==> src/rtl/multi_dir_traffic_controller_if.sv <==
// Signal bundle between sensor conditioning / lamp drivers and the traffic controller.
// master drives time base, sensors and flash request; slave is the controller.
interface multi_dir_traffic_controller_if #(
    parameter int unsigned N_DIRS = 4,
    parameter int unsigned CNT_W  = 8
);
    localparam int unsigned DIR_W = $clog2(N_DIRS);

    logic              tick;
    logic [N_DIRS-1:0] sense;
    logic              flash_en;
    logic [N_DIRS-1:0] red;
    logic [N_DIRS-1:0] yellow;
    logic [N_DIRS-1:0] green;
    logic [DIR_W-1:0]  cur_dir;
    logic [1:0]        state;
    logic [CNT_W-1:0]  timer;

    modport master (
        output tick, sense, flash_en,
        input  red, yellow, green, cur_dir, state, timer
    );

    modport slave (
        input  tick, sense, flash_en,
        output red, yellow, green, cur_dir, state, timer
    );
endinterface

==> src/rtl/multi_dir_traffic_controller.sv <==
// N-approach round-robin traffic-light controller with demand latching, min/max green,
// gap-out extension, all-red clearance and maintenance flash. All timing is in ticks.
module multi_dir_traffic_controller #(
    parameter int unsigned N_DIRS      = 4,
    parameter int unsigned CNT_W       = 8,
    parameter int unsigned T_GREEN_MIN = 10,
    parameter int unsigned T_GREEN_MAX = 60,
    parameter int unsigned T_YELLOW    = 5,
    parameter int unsigned T_ALLRED    = 1,
    parameter int unsigned REST_DIR    = 0
) (
    input logic                        clk,
    input logic                        reset,
    multi_dir_traffic_controller_if.slave bus
);
    localparam int unsigned DIR_W = $clog2(N_DIRS);

    localparam logic [1:0] StGreen  = 2'd0;
    localparam logic [1:0] StYellow = 2'd1;
    localparam logic [1:0] StAllRed = 2'd2;
    localparam logic [1:0] StFlash  = 2'd3;

    localparam logic [CNT_W:0]   GMIN     = (CNT_W+1)'(T_GREEN_MIN);
    localparam logic [CNT_W:0]   GMAX     = (CNT_W+1)'(T_GREEN_MAX);
    localparam logic [CNT_W:0]   TYEL     = (CNT_W+1)'(T_YELLOW);
    localparam logic [CNT_W:0]   TAR      = (CNT_W+1)'(T_ALLRED);
    localparam logic [CNT_W-1:0] TIMER_MX = '1;
    localparam logic [DIR_W-1:0] REST     = DIR_W'(REST_DIR);

    logic [1:0]        state_q, state_d;
    logic [DIR_W-1:0]  cur_q, cur_d;
    logic [DIR_W-1:0]  nxt_q, nxt_d;
    logic [CNT_W-1:0]  timer_q, timer_d;
    logic [N_DIRS-1:0] req_q, req_d;
    logic              blink_q, blink_d;

    logic [CNT_W:0]    t;
    logic [N_DIRS-1:0] cur_mask;
    logic              other_req;
    logic [DIR_W-1:0]  scan_dir;
    logic              scan_found;
    int unsigned       scan_idx;

    // One extra bit so the timer+1 compare cannot wrap at saturation.
    assign t         = {1'b0, timer_q} + {{CNT_W{1'b0}}, 1'b1};
    assign cur_mask  = {{(N_DIRS-1){1'b0}}, 1'b1} << cur_q;
    assign other_req = |(req_q & ~cur_mask);

    // First pending approach after cur_dir, wrapping around.
    always_comb begin
        scan_dir   = cur_q;
        scan_found = 1'b0;
        scan_idx   = 0;
        for (int unsigned k = 1; k < N_DIRS; k++) begin
            scan_idx = (32'(cur_q) + k) % N_DIRS;
            if (!scan_found && req_q[scan_idx]) begin
                scan_found = 1'b1;
                scan_dir   = DIR_W'(scan_idx);
            end
        end
    end

    always_comb begin
        state_d = state_q;
        cur_d   = cur_q;
        nxt_d   = nxt_q;
        blink_d = blink_q;
        req_d   = req_q | (bus.sense & ~((state_q == StGreen) ? cur_mask : '0));

        if (bus.flash_en) begin
            state_d = StFlash;
            if (state_q != StFlash) begin
                blink_d = 1'b1;
            end else if (bus.tick) begin
                blink_d = ~blink_q;
            end
        end else begin
            case (state_q)
                StFlash: begin
                    state_d = StAllRed;
                    nxt_d   = REST;
                end
                StGreen: begin
                    if (bus.tick && other_req && t >= GMIN &&
                        (!bus.sense[cur_q] || t >= GMAX)) begin
                        state_d = StYellow;
                        nxt_d   = scan_dir;
                    end
                end
                StYellow: begin
                    if (bus.tick && t == TYEL) state_d = StAllRed;
                end
                default: begin
                    if (bus.tick && t == TAR) begin
                        state_d       = StGreen;
                        cur_d         = nxt_q;
                        req_d[nxt_q]  = 1'b0;
                    end
                end
            endcase
        end

        if (state_d != state_q) begin
            timer_d = '0;
        end else if (bus.tick && timer_q != TIMER_MX) begin
            timer_d = timer_q + 1'b1;
        end else begin
            timer_d = timer_q;
        end
    end

    always_ff @(posedge clk) begin
        if (reset) begin
            state_q <= StAllRed;
            cur_q   <= REST;
            nxt_q   <= REST;
            timer_q <= '0;
            req_q   <= '0;
            blink_q <= 1'b0;
        end else begin
            state_q <= state_d;
            cur_q   <= cur_d;
            nxt_q   <= nxt_d;
            timer_q <= timer_d;
            req_q   <= req_d;
            blink_q <= blink_d;
        end
    end

    always_comb begin
        bus.red    = '0;
        bus.yellow = '0;
        bus.green  = '0;
        case (state_q)
            StGreen: begin
                bus.green = cur_mask;
                bus.red   = ~cur_mask;
            end
            StYellow: begin
                bus.yellow = cur_mask;
                bus.red    = ~cur_mask;
            end
            StFlash:  bus.yellow = {N_DIRS{blink_q}};
            default:  bus.red    = '1;
        endcase
    end

    assign bus.cur_dir = cur_q;
    assign bus.state   = state_q;
    assign bus.timer   = timer_q;
endmodule

==> src/flat_wrapper.sv <==
// flat-port wrapper written by rule: the top's interface ports become plain ports
module multi_dir_traffic_controller_flat 
#(
    parameter int unsigned N_DIRS      = 4,
    parameter int unsigned CNT_W       = 8,
    parameter int unsigned T_GREEN_MIN = 10,
    parameter int unsigned T_GREEN_MAX = 60,
    parameter int unsigned T_YELLOW    = 5,
    parameter int unsigned T_ALLRED    = 1,
    parameter int unsigned REST_DIR    = 0
)
  (clk, reset, bus_tick, bus_sense, bus_flash_en, bus_red, bus_yellow, bus_green, bus_cur_dir, bus_state, bus_timer);
  multi_dir_traffic_controller_if #(.N_DIRS(N_DIRS), .CNT_W(CNT_W)) bus_i ();
  input logic clk;
  input logic reset;
  input wire logic [$bits(bus_i.tick)-1:0] bus_tick;
  input wire logic [$bits(bus_i.sense)-1:0] bus_sense;
  input wire logic [$bits(bus_i.flash_en)-1:0] bus_flash_en;
  output wire logic [$bits(bus_i.red)-1:0] bus_red;
  output wire logic [$bits(bus_i.yellow)-1:0] bus_yellow;
  output wire logic [$bits(bus_i.green)-1:0] bus_green;
  output wire logic [$bits(bus_i.cur_dir)-1:0] bus_cur_dir;
  output wire logic [$bits(bus_i.state)-1:0] bus_state;
  output wire logic [$bits(bus_i.timer)-1:0] bus_timer;
  assign bus_i.tick = bus_tick;
  assign bus_i.sense = bus_sense;
  assign bus_i.flash_en = bus_flash_en;
  assign bus_red = bus_i.red;
  assign bus_yellow = bus_i.yellow;
  assign bus_green = bus_i.green;
  assign bus_cur_dir = bus_i.cur_dir;
  assign bus_state = bus_i.state;
  assign bus_timer = bus_i.timer;
  multi_dir_traffic_controller #(.N_DIRS(N_DIRS), .CNT_W(CNT_W), .T_GREEN_MIN(T_GREEN_MIN), .T_GREEN_MAX(T_GREEN_MAX), .T_YELLOW(T_YELLOW), .T_ALLRED(T_ALLRED), .REST_DIR(REST_DIR)) u_core (.clk(clk), .reset(reset), .bus(bus_i));
endmodule
==> config.mk <==
export PLATFORM = sky130hd
export DESIGN_NAME = multi_dir_traffic_controller_flat
export DESIGN_NICKNAME = d
export VERILOG_FILES = /design/src/rtl/multi_dir_traffic_controller_if.sv /design/src/rtl/multi_dir_traffic_controller.sv /design/src/flat_wrapper.sv
export SDC_FILE = /design/constraint.sdc
export NUM_CORES = 1
export LEC_CHECK = 0
export CELL_PAD_IN_SITES_DETAIL_PLACEMENT = 1
export CELL_PAD_IN_SITES_GLOBAL_PLACEMENT = 1
export CORE_MARGIN = 5
export CORE_UTILIZATION = 39
export DETAILED_ROUTE_END_ITERATION = 10
export PLACE_DENSITY_LB_ADDON = 0.2
export RECOVER_POWER = 25
export SYNTH_ARGS = -nofsm -noshare
export SYNTH_HDL_FRONTEND = slang
export SYNTH_SLANG_ARGS = --single-unit
==> constraint.sdc <==
create_clock -name clk -period 2.9 [get_ports clk]
set_clock_uncertainty 0.05 [all_clocks]
set_input_delay 0.58 -clock clk [delete_from_list [all_inputs] [get_ports clk]]
set_output_delay 0.58 -clock clk [all_outputs]
set_load 0.1 [all_outputs]
# Word-level counts from Yosys, hierarchy flattened
# Index checks and enable logic that the tools add are counted.
[totals]
regBits = 19
input_bits = 8
elab_cells = 91
[classes]
addsub = 5
order_cmp = 8
n_eq_ne = 8
shifts = 1
n_mux = 30
bitwise = 10
reduce_logical = 23
[ops]
columns = ["op", "n"]
rows = [
  ["$mux W2", 8],
  ["$mux W4", 4],
  ["$pmux W4 S2", 2],
  ["$lt A2 B3 Y1 const B", 5],
  ["$and A4 B4 Y4", 3],
  ["$not A4 Y4", 3],
  ["$add A8 B1 Y9 const B", 1],
  ["$eq A9 B1 Y1 const B", 1],
  ["$eq A9 B3 Y1 const B", 1],
  ["$ge A9 B4 Y1 const B", 1],
  ["$ge A9 B6 Y1 const B", 1],
  ["$logic_and A1 B1 Y1", 9],
  ["$mux W1", 9],
  ["$add A8 B1 Y8 const B", 1],
  ["$bmux W1 S2", 4],
  ["$ne A8 B8 Y1 const B", 1],
  ["$pmux W2 S3", 1],
  ["$reduce_and A3 Y1", 2],
  ["$add A2 B2 Y2 const B", 2],
  ["$ne A2 B2 Y1 const B", 2],
  ["$or A4 B4 Y4", 1],
  ["$pmux W2 S2", 1],
  ["$reduce_bool A2 Y1", 2],
  ["$reduce_or A2 Y1", 2],
  ["other kinds (14)", 18],
]

# Logic depth before layout (Yosys ltp)
# Gate-level depths: netlist (run 1).
[depth]
word_depth = 12
depth_mapped = 10
ltp_nobuf = 8

# Worst setup path before layout (run 1)
# Ideal clock, no wire load.
[synth_path]
kind = "register to output"
from = "register u_core.cur_q[0], in the netlist u_core.bus.cur_dir[0]"
to = "output bus_red[2]"
arrival_time_ns = 3.216
required_ns = 2.270
setup_slack_ns = -0.946
path_stages_with_launch = 5
cell_sequence = "dfxtp_1 clkbuf_1 inv_1 ha_1 mux2i_1"
[synth_via]
elab_chain_cells = 3
[synth_lines]
columns = ["element", "line_no", "source"]
rows = [
  ["start: declaration", "multi_dir_traffic_controller.sv:31", "logic [DIR_W-1:0] cur_q, cur_d;"],
  ["start signal: assignment", "multi_dir_traffic_controller.sv:122", "cur_q <= cur_d;"],
  ["$shl A1 B2 Y4", "multi_dir_traffic_controller.sv:46", "assign cur_mask = {{(N_DIRS-1){1'b0}}, 1'b1} << cur_q;"],
  ["$not A4 Y4", "multi_dir_traffic_controller.sv:137, multi_dir_traffic_controller.sv:141", ""],
  ["$pmux W4 S2", "multi_dir_traffic_controller.sv:134", "case (state_q)"],
  ["end: declaration", "flat_wrapper.sv:19", "output wire logic [$bits(bus_i.red)-1:0] bus_red;"],
]
# No other way between the ends.

# Worst setup path after layout (run 1)
[layout_path]
from = "register u_core.timer_q[0], in the netlist u_core.bus.timer[0]"
to = "register u_core.timer_q[0], in the netlist u_core.bus.timer[0]"
[layout_via]
elab_chain_cells = 9
word_cells_on_any_way = 20
classes_between = "add/sub: 2; order compare: 2; eq/ne: 4; mux: 5; reduce/logical: 7"
[layout_lines]
columns = ["element", "line_no", "source"]
rows = [
  ["start: declaration", "multi_dir_traffic_controller.sv:33", "logic [CNT_W-1:0] timer_q, timer_d;"],
  ["start signal: assignment", "multi_dir_traffic_controller.sv:124", "timer_q <= timer_d;"],
  ["$add A8 B1 Y9 *", "multi_dir_traffic_controller.sv:45", "assign t = {1'b0, timer_q} + {{CNT_W{1'b0}}, 1'b1};"],
  ["via u_core.t[0]", "multi_dir_traffic_controller.sv:37", "logic [CNT_W:0] t;"],
  ["$ge A9 B4 Y1 / $ge A9 B6 Y1 (equally long branches)", "multi_dir_traffic_controller.sv:84, multi_dir_traffic_controller.sv:85", ""],
  ["$logic_and A1 B1 Y1 / $logic_or A1 B1 Y1 (equally long branches)", "multi_dir_traffic_controller.sv:84, multi_dir_traffic_controller.sv:85", ""],
  ["$logic_and A1 B1 Y1", "multi_dir_traffic_controller.sv:84", "if (bus.tick && other_req && t >= GMIN &&"],
  ["$mux W2", "multi_dir_traffic_controller.sv:84", ""],
  ["$pmux W2 S3 *", "multi_dir_traffic_controller.sv:78", "case (state_q)"],
  ["$mux W2 *", "multi_dir_traffic_controller.sv:70", "if (bus.flash_en) begin"],
  ["$ne A2 B2 Y1 *", "multi_dir_traffic_controller.sv:103", "if (state_d != state_q) begin"],
  ["$reduce_or A2 Y1 (no source line) *", "n/a", ""],
]
# The timed path passes the listed nets; every way through them passes the cells marked *.
# A chain may end at the register's enable or synchronous reset.

==> key figures, run 1 <==
Route
  – Drt first pass iters: 4
  – DRT Wirelength: 5400 um
  – Post-route ant nets: 0
  – Vias: 1811
  – Avg WL per Cell: 18.00 um
  – Iter 0 DRT Violations: 74
  – Number of remaining DRC errors: 0
  – Vias per std cell: slightly above 6

CTS
  – TritonCTS clock tree: done
  – Clock transition at path regs: 0.07 ns
  – CTS Buf Count: 3
  – H-tree levels: 1
  – CTS max path bufs: 2
  – Worst-Skew Late Latency: 0.26 ns
  – Root buffer cell: clkbuf_8
  – CTS resizes: 0
  – CTS hold repair buffers: 0
  – Total setup buffers inserted after CTS: 0
  – Clk sinks: 19

Timing
  – Final Worst Setup Slack: between 0.3 and 0.4 ns
  – Final Max Slew Viols: 0
  – Slew @ Worst Pin: 1.173 ns
  – Hold Fails Final Rpt: 0
  – Setup-failing EPs final: 0
  – Hold slack: 0.4724 ns
  – Rel. slew slack: 0.2217
  – Final worst path period share: 0.8692
  – RSZ-0062 raised after global routing: no
  – Fmax: 396.7 MHz
  – Post-layout min period: 2.521 ns

Layout
  – Ant diodes: 0
  – Area growth, synth to finish: 20.64%
  – Fillers: around 550
  – Layout cells sized above 1: 0.1976
  – Final core occ: 0.4938
  – Nets@finish: ~270

Die
  – Row cnt: 24
  – Die Wd: 78.07 um
  – Core area: between 4000 and 5000 um2
  – Die Span Y: 78.07 um
  – I/O pin count: 32
  – Initial Util: 0.4093
  – Die area: a little over 6000 um2

Placed design
  – Pre-CTS setup slack: 0.2406 ns
  – Post-DP HPWL: 4216 um
  – IO buf count: 31
  – GPL Wtd Cong: 0.8358

Synthesis
  – Register area share after synthesis: 0.2105
  – Async S/R FF share, synth: 0
  – Synth area leader: dfxtp_1
  – Synthesized area per cell: a little under 8 um2
  – Netlist Area Pre-Place: approximately 1800 um2
  – Top_reg_cell synth: dfxtp_1
  – Synth top cells by count: nand2_1 (23), inv_1 (20), dfxtp_1 (19), nor2_1 (13), clkbuf_1 (12)
  – #FFs+latches synth: 19
  – Cell variety after synth: 56
  – Top post-synthesis cells by area: dfxtp_1 (21%), ha_1 (7.6%), mux2i_1 (5.0%)
  – Yosys warning total: 0
  – Synthesized instance count: around 230
  – Post-synth top area share: 0.2105
  – EDFF count, synth: 0
  – Cell with the most instances after synthesis: nand2_1
  – Syn Nets: 247

Power
  – Cell area power density: 367.4 nW/um2
  – VDD IR max: 0.0001538 V
  – Pleak: 0.0008254 uW

GRT
  – Vias in the first global route: 1774
  – Initial antenna violation count: 0
  – Total grt overflow: 0
  – GRT Total Usage: 0.1776
  – First-pass GRT wire length: a little under 9000 um
  – Largest net degree at the start of global routing: 14

Hold path
  – HP Class: flop to flop

Critical path
  – Crit Path Max Fanout: 8
  – WP data required: ~3 ns
  – CP endpoint kind: flop
  – Worst Path Arrival: 2.59 ns
  – Kind of critical path: flop to flop
  – Critical Path Source Type: flop

Outcome
  – Outcome: finished, final reports clean

Run
  – Max-cap violation count: 0
-- sequential cells by signal, indices dropped and copies added, names as in the netlist --
| name | flops |
|---|---|
| u_core.req_q | 4 |
| u_core.bus.timer | 8 |
| u_core.nxt_q | 2 |
| u_core.blink_q | 1 |
| u_core.bus.state | 2 |
| u_core.bus.cur_dir | 2 |
-- worst max-delay path: stages, from the launching register on --
cell	delay, ns
dfxtp_2	0.41
inv_1	0.09
ha_1	0.32
nor3_1	0.06
a311oi_1	0.34
a221oi_2	0.13
o2111a_2	0.33
nor4_4	0.50
nor4_1	0.14
-- final cells by class --
type | count | area, um2 | area share
Tap cell | 52 | 65.06 | 0.02985
Timing Repair Buffer | 34 | 289.0 | 0.1326
Multi-Input combinational cell | 171 | 1318 | 0.6045
Clock buffer | 4 | 45.04 | 0.02067
Sequential cell | 19 | 387.9 | 0.1780
Inverter | 20 | 75.07 | 0.03444
-- final timing paths --
path	to	depth (start not counted)	slack [ns]	start
max	u_core.bus.timer[0]	8	0.38	u_core.bus.timer[0]
min	u_core.nxt_q[1]	2	0.47	u_core.nxt_q[1]
max reg2reg	u_core.bus.timer[0]	8	0.38	u_core.bus.timer[0]
min reg2reg	u_core.nxt_q[1]	2	0.47	u_core.nxt_q[1]
-- per-stage QoR --
step / instance area (um2) / power, uW / instances / TNS [ns]
floorplan: 1866 / 543.7 / 228 / -0.09093
global placement: 2168 / 620.6 / 296 / 0
detailed placement: 2168 / 624.8 / 296 / 0
CTS: 2213 / 811.2 / 300 / 0
global route: 2180 / 839.8 / 300 / 0
finish: 2180 / 800.7 / 300 / 0
-- cell families (layout without fill, tap and decap cells) --
family / Yosys count / after routing / share of synthesized area
xor+xnor: 11 / 11 / 0.05333
simple gates: 87 / 87 / 0.2569
fa+ha+maj: 11 / 11 / 0.07618
mux: 11 / 11 / 0.07479
flops: 19 / 19 / 0.2105
compound gates: 51 / 51 / 0.2396
buf+inv: 38 / 58 / 0.08864
-- power breakdown --
part	leakage [uW]	switching, uW	internal [uW]
clock	0.0000228	88.2	97.7
sequential	0.000157	29.4	272
combinational	0.000646	215	98.1
-- layer usage --
layer | up-vias | track usage | part of all wire
li1 | 877 | - | -
met3 | 6 | 0.02632 | 0.033
met1 | 905 | 0.2566 | 0.47
met2 | 23 | 0.2839 | 0.49
met4 | 0 | 0.02872 | 0.0096
met5 | - | 0 | 0
-- cells in the final DEF, fill, tap and decap left out, types with 8 or more instances in the layout --
cell type | Yosys | final
clkbuf_1 | 12 | 10
inv_1 | 20 | 20
nor3_1 | 8 | 8
ha_1 | 11 | 11
buf_4 | 2 | 14
a21oi_1 | 9 | 9
nand2_1 | 23 | 19
nor4_1 | 11 | 11
dfxtp_1 | 19 | 13
xnor2_1 | 9 | 9
nor2_1 | 13 | 13
Note: power is estimated with default switching activity, not from simulation.
==> run 2, diff against run 1 <==
- CORE_ASPECT_RATIO: default -> 0.75
- REMOVE_ABC_BUFFERS: default -> 1
==> key figures, run 2 (synthesis gave the netlist of run 1 again) <==
Placed design
  – Area after DPL: around 2200 um2
  – Post-DP HPWL: 4405 um
  – Pre-CTS setup slack: ~0.27 ns
  – GPL Wtd Cong: 0.8069
  – IO buf count: 31

Timing
  – Final worst path period share: 0.9302
  – RSZ-0062 raised after global routing: no
  – Final Max Slew Viols: 0
  – Hold Fails Final Rpt: 0
  – Fmax: 370.7 MHz
  – Final Worst Setup Slack: 0.2025 ns
  – Rel. slew slack: 0.2207
  – Slew @ Worst Pin: 1.174 ns
  – Post-layout min period: 2.698 ns
  – Setup-failing EPs final: 0

Critical path
  – Cells on worst reg2reg path: 8
  – Worst R2R End: u_core.nxt_q[0]
  – WP data required: 3.02 ns
  – Worst Path Arrival: 2.82 ns
  – CP endpoint kind: flop
  – Crit Path Max Fanout: 9
  – Kind of critical path: flop to flop
  – R2R Path Start: u_core.bus.timer[1]
  – Critical Path Source Type: flop
  – Reg2reg setup slack: 0.20 ns

Die
  – Die Span Y: 68.95 um
  – Die Wd: 88.60 um
  – Row cnt: 21
  – Core area: 4467 um2
  – Die area: 6108 um2
  – Initial Util: 0.4045
  – I/O pin count: 32

Layout
  – Most frequent cells in the layout: nand2_1 (23), inv_1 (20), dfxtp_1 (19)
  – Area growth, synth to finish: 23.75%
  – Max reg flops: 8
  – Layout cells sized above 1: 0.1587
  – Nets@finish: 272
  – Commonest non-fill, non-tap cell in the layout: nand2_1
  – Ant diodes: 0
  – Design Area, Final: 2236 um2

Hold path
  – HP Class: flop to flop
  – Worst Hold Path Cells: 1
  – Hold_sp: u_core.nxt_q[0]
  – Hold endpoint: u_core.req_q[3]

CTS
  – Root buffer cell: clkbuf_8
  – Clk sinks: 19
  – Worst-Skew Late Latency: 0.27 ns
  – TritonCTS clock tree: done
  – CTS resizes: 0
  – CTS hold repair buffers: 0
  – H-tree levels: 1
  – Clock transition at path regs: 0.08 ns
  – CTS max path bufs: 2
  – CTS Buf Count: 3
  – Total setup buffers inserted after CTS: 0

Power
  – Flop pwr share: 0.359
  – Logic pwr share: 0.399
  – Psw: about 350 uW
  – Pleak: approximately 0.00088 uW
  – Switching fraction of total power: 0.4245
  – VDD IR max: 0.0002839 V
  – Clock power share: 0.241
  – P_int: 475.1 uW
  – Cell area power density: roughly 370 nW/um2

Run
  – Max-cap violation count: 0

Route
  – DRT Wirelength: between 5000 and 6000 um
  – Vias: 1811
  – Avg WL per Cell: between 15 and 20 um
  – Iter 0 DRT Violations: roughly 110
  – Drt first pass iters: 4
  – Post-route ant nets: 0
  – Vias per std cell: between 5 and 6
  – Number of remaining DRC errors: 0

GRT
  – First-pass GRT wire length: ~9000 um
  – Largest net degree at the start of global routing: 14
  – Initial antenna violation count: 0
  – GRT Total Usage: 0.1929
  – Total grt overflow: 0
  – Vias in the first global route: 1719

Outcome
  – Outcome: finished, final reports clean
## run 2: cell count changes in the layout (fill, tap and decap cells not counted), sizes merged
cell	before	now
buf	18	22
clkbuf	13	12
clkinvlp	0	1
## run 2: critical path, cell delays in order (launching register included)
cell	delay, ns
dfxtp_1	0.50
ha_1	0.40
nand3_1	0.23
o21a_1	0.26
a211oi_1	0.38
o2111a_2	0.33
nor4_1	0.09
buf_4	0.17
o31ai_1	0.20
## run 2: power by group through the flow
stage / clock network [uW] / registers (uW) / logic [uW]
after floorplan: 0 / 327 / 196
after global placement: 0 / 302 / 327
after detailed placement: 0 / 302 / 330
after CTS: 204 / 296 / 331
after global routing: 223 / 299 / 348
final: 199 / 296 / 330
## run 2: how the worst max path moves through the flow
stage / from / slack, ns / cells after the start / end
after detailed placement: u_core.bus.timer[1] / 0.27 / 8 / u_core.nxt_q[0]
final: u_core.bus.timer[1] / 0.20 / 8 / u_core.nxt_q[0]
after global placement: bus_sense[2] / 0.28 / 5 / u_core.bus.timer[5]
after CTS: u_core.bus.timer[1] / 0.21 / 8 / u_core.nxt_q[0]
after global routing: u_core.bus.timer[1] / 0.01 / 7 / u_core.bus.timer[6]
after floorplan: u_core.bus.cur_dir[0] / -0.94 / 3 / bus_red[2]
## run 2: layout make-up
cell class,count,area (um2)
Sequential cell,19,380.4
Inverter,20,75.07
Timing Repair Buffer,38,394.1
Clock inverter,1,7.507
Fill cell,552,2231
Clock buffer,3,41.29
Tap cell,57,71.32
Multi-Input combinational cell,171,1266
## run 2: per-layer routing
metal	routed length [um]	GRT usage	vias to the layer above
li1	-	-	884
met1	2910	0.3049	885
met2	2359	0.2799	42
met3	255	0.03325	0
met4	0	0.01132	0
met5	0	0	-
## run 2: through the flow
stage | power [uW] | cells | TNS [ns] | util | hold slack [ns]
after floorplan | 523.1 | 210 | -5.551 | - | 0.4038
after global placement | 628.8 | 305 | 0 | 0.4972 | 0.4404
after detailed placement | 632.1 | 305 | 0 | 0.4972 | 0.4606
after CTS | 831.6 | 309 | 0 | 0.5081 | 0.4723
after global routing | 870.1 | 309 | 0 | 0.5006 | 0.4991
final | 825.4 | 309 | 0 | 0.5006 | 0.4585
